## src/rtl/crc32_pkg.sv

```systemverilog
// Shared CRC-32 constants, FSM state type and bit-reflection helper for crc32_stream.
// Pure declarations: no latency, no backpressure.
package crc32_pkg;

  localparam logic [31:0] CRC32_POLY    = 32'h04C11DB7;
  localparam logic [31:0] CRC32_INIT    = 32'hFFFFFFFF;
  localparam logic [31:0] CRC32_RESIDUE = 32'hC704DD7B;

  typedef enum logic [0:0] {
    ST_ACCUM = 1'b0,
    ST_HOLD  = 1'b1
  } crc_state_e;

  function automatic logic [31:0] crc32_reflect32(input logic [31:0] v);
    logic [31:0] r;
    r = '0;
    for (int i = 0; i < 32; i++) r[i] = v[31-i];
    return r;
  endfunction

endpackage

```

## src/rtl/crc32_lane.sv

```systemverilog
// One-byte CRC-32 step, byte fed LSB first into an MSB-first register; combinational, 0 cycles.
// No handshake: en=0 passes the running value through untouched.
module crc32_lane
  import crc32_pkg::*;
(
  input  logic [31:0] i_crc_in,
  input  logic [7:0]  i_byte,
  input  logic        i_en,
  output logic [31:0] o_crc_out
);

  logic [31:0] w_crc;

  always_comb begin
    w_crc = i_crc_in;
    for (int i = 0; i < 8; i++) begin
      w_crc = {w_crc[30:0], 1'b0} ^ ({32{w_crc[31] ^ i_byte[i]}} & CRC32_POLY);
    end
  end

  assign o_crc_out = i_en ? w_crc : i_crc_in;

endmodule

```

## src/rtl/crc32_stream.sv

```systemverilog
// BYTES-lane Ethernet CRC-32 with per-frame registered result (FCS, length, residue flag via CRC32_CHECK_EN).
// Result 1 cycle after last beat; s_ready = !crc_valid || crc_ready, so a held result stalls input.
module crc32_stream
  import crc32_pkg::*;
#(
  parameter int BYTES = 4,
  parameter int LEN_W = 16
) (
  input  logic               clk,
  input  logic               rst,
  input  logic               s_valid,
  output logic               s_ready,
  input  logic [8*BYTES-1:0] s_data,
  input  logic [BYTES-1:0]   s_keep,
  input  logic               s_last,
  output logic               crc_valid,
  input  logic               crc_ready,
  output logic [31:0]        crc_out,
  output logic [LEN_W-1:0]   frame_len,
  output logic               crc_ok
);

  localparam int CNT_W = $clog2(BYTES + 1);

  crc_state_e       r_state, w_state_next;
  logic [31:0]      r_crc;
  logic [LEN_W-1:0] r_len;
  logic [31:0]      r_crc_out;
  logic [LEN_W-1:0] r_frame_len;

  logic [BYTES-1:0] w_keep;
  logic [31:0]      w_chain [BYTES+1];
  logic [CNT_W-1:0] w_cnt;
  logic [LEN_W:0]   w_sum;
  logic [LEN_W-1:0] w_len_next;
  logic             w_acc;
  logic             w_acc_last;

  // Keep only matters on the closing beat; mid-frame beats are always full.
  assign w_keep     = s_last ? s_keep : {BYTES{1'b1}};
  assign w_acc      = s_valid && s_ready;
  assign w_acc_last = w_acc && s_last;

  assign w_chain[0] = r_crc;
  for (genvar g = 0; g < BYTES; g++) begin : g_lane
    crc32_lane u_lane (
      .i_crc_in  (w_chain[g]),
      .i_byte    (s_data[8*g +: 8]),
      .i_en      (w_keep[g]),
      .o_crc_out (w_chain[g+1])
    );
  end

  always_comb begin
    w_cnt = '0;
    for (int k = 0; k < BYTES; k++) w_cnt = w_cnt + CNT_W'(w_keep[k]);
  end

  assign w_sum      = {1'b0, r_len} + (LEN_W+1)'(w_cnt);
  assign w_len_next = w_sum[LEN_W] ? {LEN_W{1'b1}} : w_sum[LEN_W-1:0];

  always_ff @(posedge clk) begin
    if (rst) r_state <= ST_ACCUM;
    else     r_state <= w_state_next;
  end

  always_comb begin
    w_state_next = r_state;
    crc_valid    = 1'b0;
    s_ready      = 1'b1;
    case (r_state)
      ST_ACCUM: begin
        if (w_acc_last) w_state_next = ST_HOLD;
      end
      ST_HOLD: begin
        crc_valid = 1'b1;
        s_ready   = crc_ready;
        if (crc_ready && !w_acc_last) w_state_next = ST_ACCUM;
      end
      default: w_state_next = ST_ACCUM;
    endcase
  end

  // Closing beat both captures the result and rearms the running state.
  always_ff @(posedge clk) begin
    if (rst) begin
      r_crc       <= CRC32_INIT;
      r_len       <= '0;
      r_crc_out   <= '0;
      r_frame_len <= '0;
    end else if (w_acc) begin
      if (s_last) begin
        r_crc_out   <= ~crc32_reflect32(w_chain[BYTES]);
        r_frame_len <= w_len_next;
        r_crc       <= CRC32_INIT;
        r_len       <= '0;
      end else begin
        r_crc <= w_chain[BYTES];
        r_len <= w_len_next;
      end
    end
  end

`ifdef CRC32_CHECK_EN
  logic r_crc_ok;

  always_ff @(posedge clk) begin
    if (rst)             r_crc_ok <= 1'b0;
    else if (w_acc_last) r_crc_ok <= (w_chain[BYTES] == CRC32_RESIDUE);
  end

  assign crc_ok = r_crc_ok;
`else
  assign crc_ok = 1'b0;
`endif

  assign crc_out   = r_crc_out;
  assign frame_len = r_frame_len;

endmodule

```

## config.mk

```make
export PLATFORM = sky130hd
export DESIGN_NAME = crc32_stream
export DESIGN_NICKNAME = d
export VERILOG_FILES = /design/src/rtl/crc32_pkg.sv /design/src/rtl/crc32_lane.sv /design/src/rtl/crc32_stream.sv
export SDC_FILE = /design/constraint.sdc
export NUM_CORES = 1
export LEC_CHECK = 0
export ABC_CLOCK_PERIOD_IN_PS = 16400
export BUFFER_PORTS_ARGS = -buffer_cell sky130_fd_sc_hd__buf_2
export CORE_MARGIN = 3
export CORE_UTILIZATION = 50
export CTS_BUF_LIST = sky130_fd_sc_hd__clkbuf_8
export DETAILED_ROUTE_END_ITERATION = 16
export GPL_TIMING_DRIVEN = 0
export PLACE_DENSITY = 0.76
export SLEW_MARGIN = 20
export SYNTH_ARGS = -nofsm -noshare
export SYNTH_HDL_FRONTEND = slang
export SYNTH_HIERARCHICAL = 1
export SYNTH_SLANG_ARGS = --single-unit
export TNS_END_PERCENT = 5
```

## constraint.sdc

```tcl
create_clock -name clk -period 16.4 [get_ports clk]
set_input_delay 3.28 -clock clk [delete_from_list [all_inputs] [get_ports clk]]
set_output_delay 3.28 -clock clk [all_outputs]
set_load 0.02 [all_outputs]
```

==> metrics list <==
- Most frequent cells in the layout: 112 x nor2_1, 98 x buf_2, 97 x dfxtp_1, 82 x xnor2_1, 68 x mux2_2
* Min-delay worst type: register to register
- Starting DRT DRC Count: 600
- TritonCTS clock tree: done
- Along the worst path, the maximum fanout reaches 10.
* Post-synth top flop: dfxtp_1
- Pin count of the biggest net entering global routing: 19
* Startpoint class of the critical path: input pin
- Critical-path cell list: buf_2, clkbuf_1, buf_1, nand2b_1, clkbuf_1, clkbuf_1, mux2i_1, xnor2_4, xnor2_2, xnor2_1, mux2_2, xnor2_4, xor2_4, xor3_1, mux2i_1, xnor2_4, xnor2_2, xor3_1, mux2_4, nor2_1, nand3_1, o21ai_0, nand2b_1
- In the routed design, unresolved DRC markers number 0.
- Buffers added to address setup during post-CTS repair amount to 0.
- Of the available clock period, the critical path in the final layout requires 0.6292.
- The clock reaches the later pin of the worst-skew pair after 0.37 ns.
* Share of async-settable or async-resettable flops after synthesis: 0
- The tool flagged a number of max-cap violations equal to 0.
- Main combinational cell family by area after synthesis: XOR/XNOR gates
- Adder-cell area share of the yosys netlist: 0.007192
- Number of ports placed on the die boundary: 92
- Timing would allow up to 0.09691 GHz.
* Netlist area before placement: 10,090 sq um
- In this run the worst setup path begins at s_last.
- Accumulated negative setup slack: 0 ns
* Vias per Instance: 5.722
- Once detailed placement completed, the half-perimeter wirelength came to 22,400 um.
- Overall fraction of global-route tracks in use: 0.2539
- Met1 Wirelength: 12,500 um
* Placeable Area: 19,650 sq um
- Sequential share of the synthesized area: 0.1924
- Of the total synthesized cell area, the portion taken by XOR and XNOR cells is 0.4295.
- For this run, the slowest stage of the critical path takes 0.64 ns.
- Most common cell after layout, fill and taps aside: nor2_1
* Vias in the first global route: 7,355
* Routed met3 length: 1994 um
- The highest layer touched by signal routing is met4.
- After detailed routing, the total wire length is 27,980 um.
- Initial antenna violation count: 0
* Endpoint class of the critical path: register
* CTS-repair resized insts: 0
- The Yosys step of the flow raised 6 warnings.
- Hold timing on the final database bottoms out at a slack of 0.4807 ns.
* Area fraction in and, or, nand and nor cells after synthesis: 0.1135
* Clk root buf: clkbuf_8
- Wire segments on met2 add up to 12,650 um in the final route.
- Cells after synthesis: 955
- TritonRoute pass-1 iters: 5
* Row count: 51
- Library cell with the largest summed area after synthesis: dfxtp_1
* Slowest library cell on the worst path: mux2i_1
* Min Tclk post-route: 10.32 ns
- Measured along the y axis, the die boundary spans 148.1 um.
- Cell types with the largest area share after synthesis: dfxtp_1 19%, xnor3_1 13%, xnor2_4 9.8%
- RSZ-0062 raised after global routing: false
- The area fraction in compound gates after synthesis was 0.1061.
- The critical path is of the input pin to register type.
- Remaining global-route overflow: 0
- Slew Limit Fails: 0
- In the post-route analysis, the smallest setup slack over all paths is 6.082 ns.
* Post-synthesis area per instance: 10.57 sq um
- Chip Width: 148.1 um
- Worst EP arrival: 10.59 ns
* Remaining number of nets flagged by the antenna check after routing: 0
* Effective utilization at floorplan: 0.5134
- Min-Delay Path Depth: 2
- The number of nets in the synthesized netlist is 1,000.
* Total number of nets in the final design: 1,100
- Reg clk slew, reported paths: 0.10 ns
- Multiplexer share of the synthesized area: 0.1126
* Count of endpoints failing hold in the final timing report: 0
- Run status: complete, no violations
- Cell Count, Final, Fillers Out: 1,326
- Maximum count of clock buffers along a single path: 2
- Routed wire length per instance: 21.10 um
* DP Cell Count: 1,309
- The startpoint identified for the worst register-to-register timing path is r_crc[25]$_SDFFE_PP1P_.
- Of the post-synthesis cell area, the dominant cell type holds 0.1924.
- Clock tree synthesis found a total of 97 sinks.
- GP Congestion: 0.9211
- Worst Skew: 0.01195 ns
- Before CTS, the worst setup slack after placement is 5.700 ns.
* Via count: 7,587
- Hold_sp: frame_len[14]$_SDFFE_PP0P_
* Full die area: 21,920 sq um
- Total of hold buffers inserted after clock tree synthesis: 0
* Number of buffers created by CTS: 9
- Total of endpoints with negative setup slack in the final report: 0
- Area Growth Syn to Fin: 9.560%
- Buffers placed on the I/O ports in this run total 89.
- After synthesis the netlist holds a flip-flop and latch count of 97.
* H-tree lvl count: 3
- Number of cells on the worst reg-to-reg path: 20
* Number of library cell types mapped by synthesis: 66
- Ratio of cells with drive above 1 in the final layout: 0.2462
* Count of flip-flops with a built-in enable after synthesis: 0
- At the pin with the least slew margin, the transition time is 0.7446 ns.
* Slew Limit Headroom: 0.5011
- The first global-routing pass estimated 43,570 um of wire.
- Required time of the critical path: 16.67 ns
registers in the layout (all words and copies together) (netlist names):
signal and cells:
r_state 1, r_len 16, crc_out 32, frame_len 16, r_crc 32
through the flow:
step | util | cell area [sq um]
5_1_grt | 0.5624 | 11050
2_1_floorplan | - | 10090
4_1_cts | 0.5624 | 11050
6_report | 0.5625 | 11060
3_5_place_dp | 0.5530 | 10870
3_3_place_gp | 0.5530 | 10870
worst paths after layout:
| check | endpoint | slack, ns |
|---|---|---|
| worst max register to register | r_crc[13]$_SDFFE_PP1P_ | 9.43 |
| worst max-delay path | r_crc[13]$_SDFFE_PP1P_ | 6.08 |
| worst min-delay path | frame_len[14]$_SDFFE_PP0P_ | 0.48 |
| worst min register to register | frame_len[14]$_SDFFE_PP0P_ | 0.48 |
per-layer routing:
metal	global-route usage	vias to the layer above
met2	0.3955	350
met4	0.07159	0
met1	0.3797	3660
met5	0	-
li1	-	3524
met3	0.02316	53
layout make-up:
type | count | area, sq um
Antenna cell | 1 | 2.502
Buffer | 61 | 251.5
Clock buffer | 9 | 123.9
Clock inverter | 7 | 61.31
Fill cell | 1772 | 8598
Inverter | 36 | 135.1
Multi-Input combinational cell | 761 | 7762
Sequential cell | 97 | 1942
Tap cell | 265 | 331.6
Timing Repair Buffer | 89 | 445.4
cell usage after synthesis, types with 9 or more instances:
library cell  number
nand3_1           39
xnor2_2           12
xor2_1            38
xor3_1            24
mux2i_1           25
xnor3_1           60
mux2_2            68
o21ai_0           39
a211oi_1          48
xnor2_1           82
buf_2              9
a21oi_1           40
inv_1             36
nand2b_1          36
xnor2_4           36
clkbuf_1          46
nor2_1           112
nand2_1           10
dfxtp_1           97
critical path, delay by kind of cell:
family | cells | cell delay (ns)
muxes | 4 | 1.83
and+or+nand+nor | 4 | 0.57
xor gates and xnor gates | 9 | 3.12
AOI/OAI and AO/OA | 1 | 0.10
buffers and inverters | 5 | 1.66
cells by family (layout without fill, tap and decap cells):
group	count (synthesis)	in the layout
AOI/OAI and AO/OA	161	161
adders and majority gates	4	4
other	1	2
buffers and inverters	97	202
DFF	97	97
and+or+nand+nor	234	234
xor gates and xnor gates	260	260
muxes	101	101
Power is not shown: default switching activity piles up to over one toggle a cycle in this logic, so the estimate is an artifact.
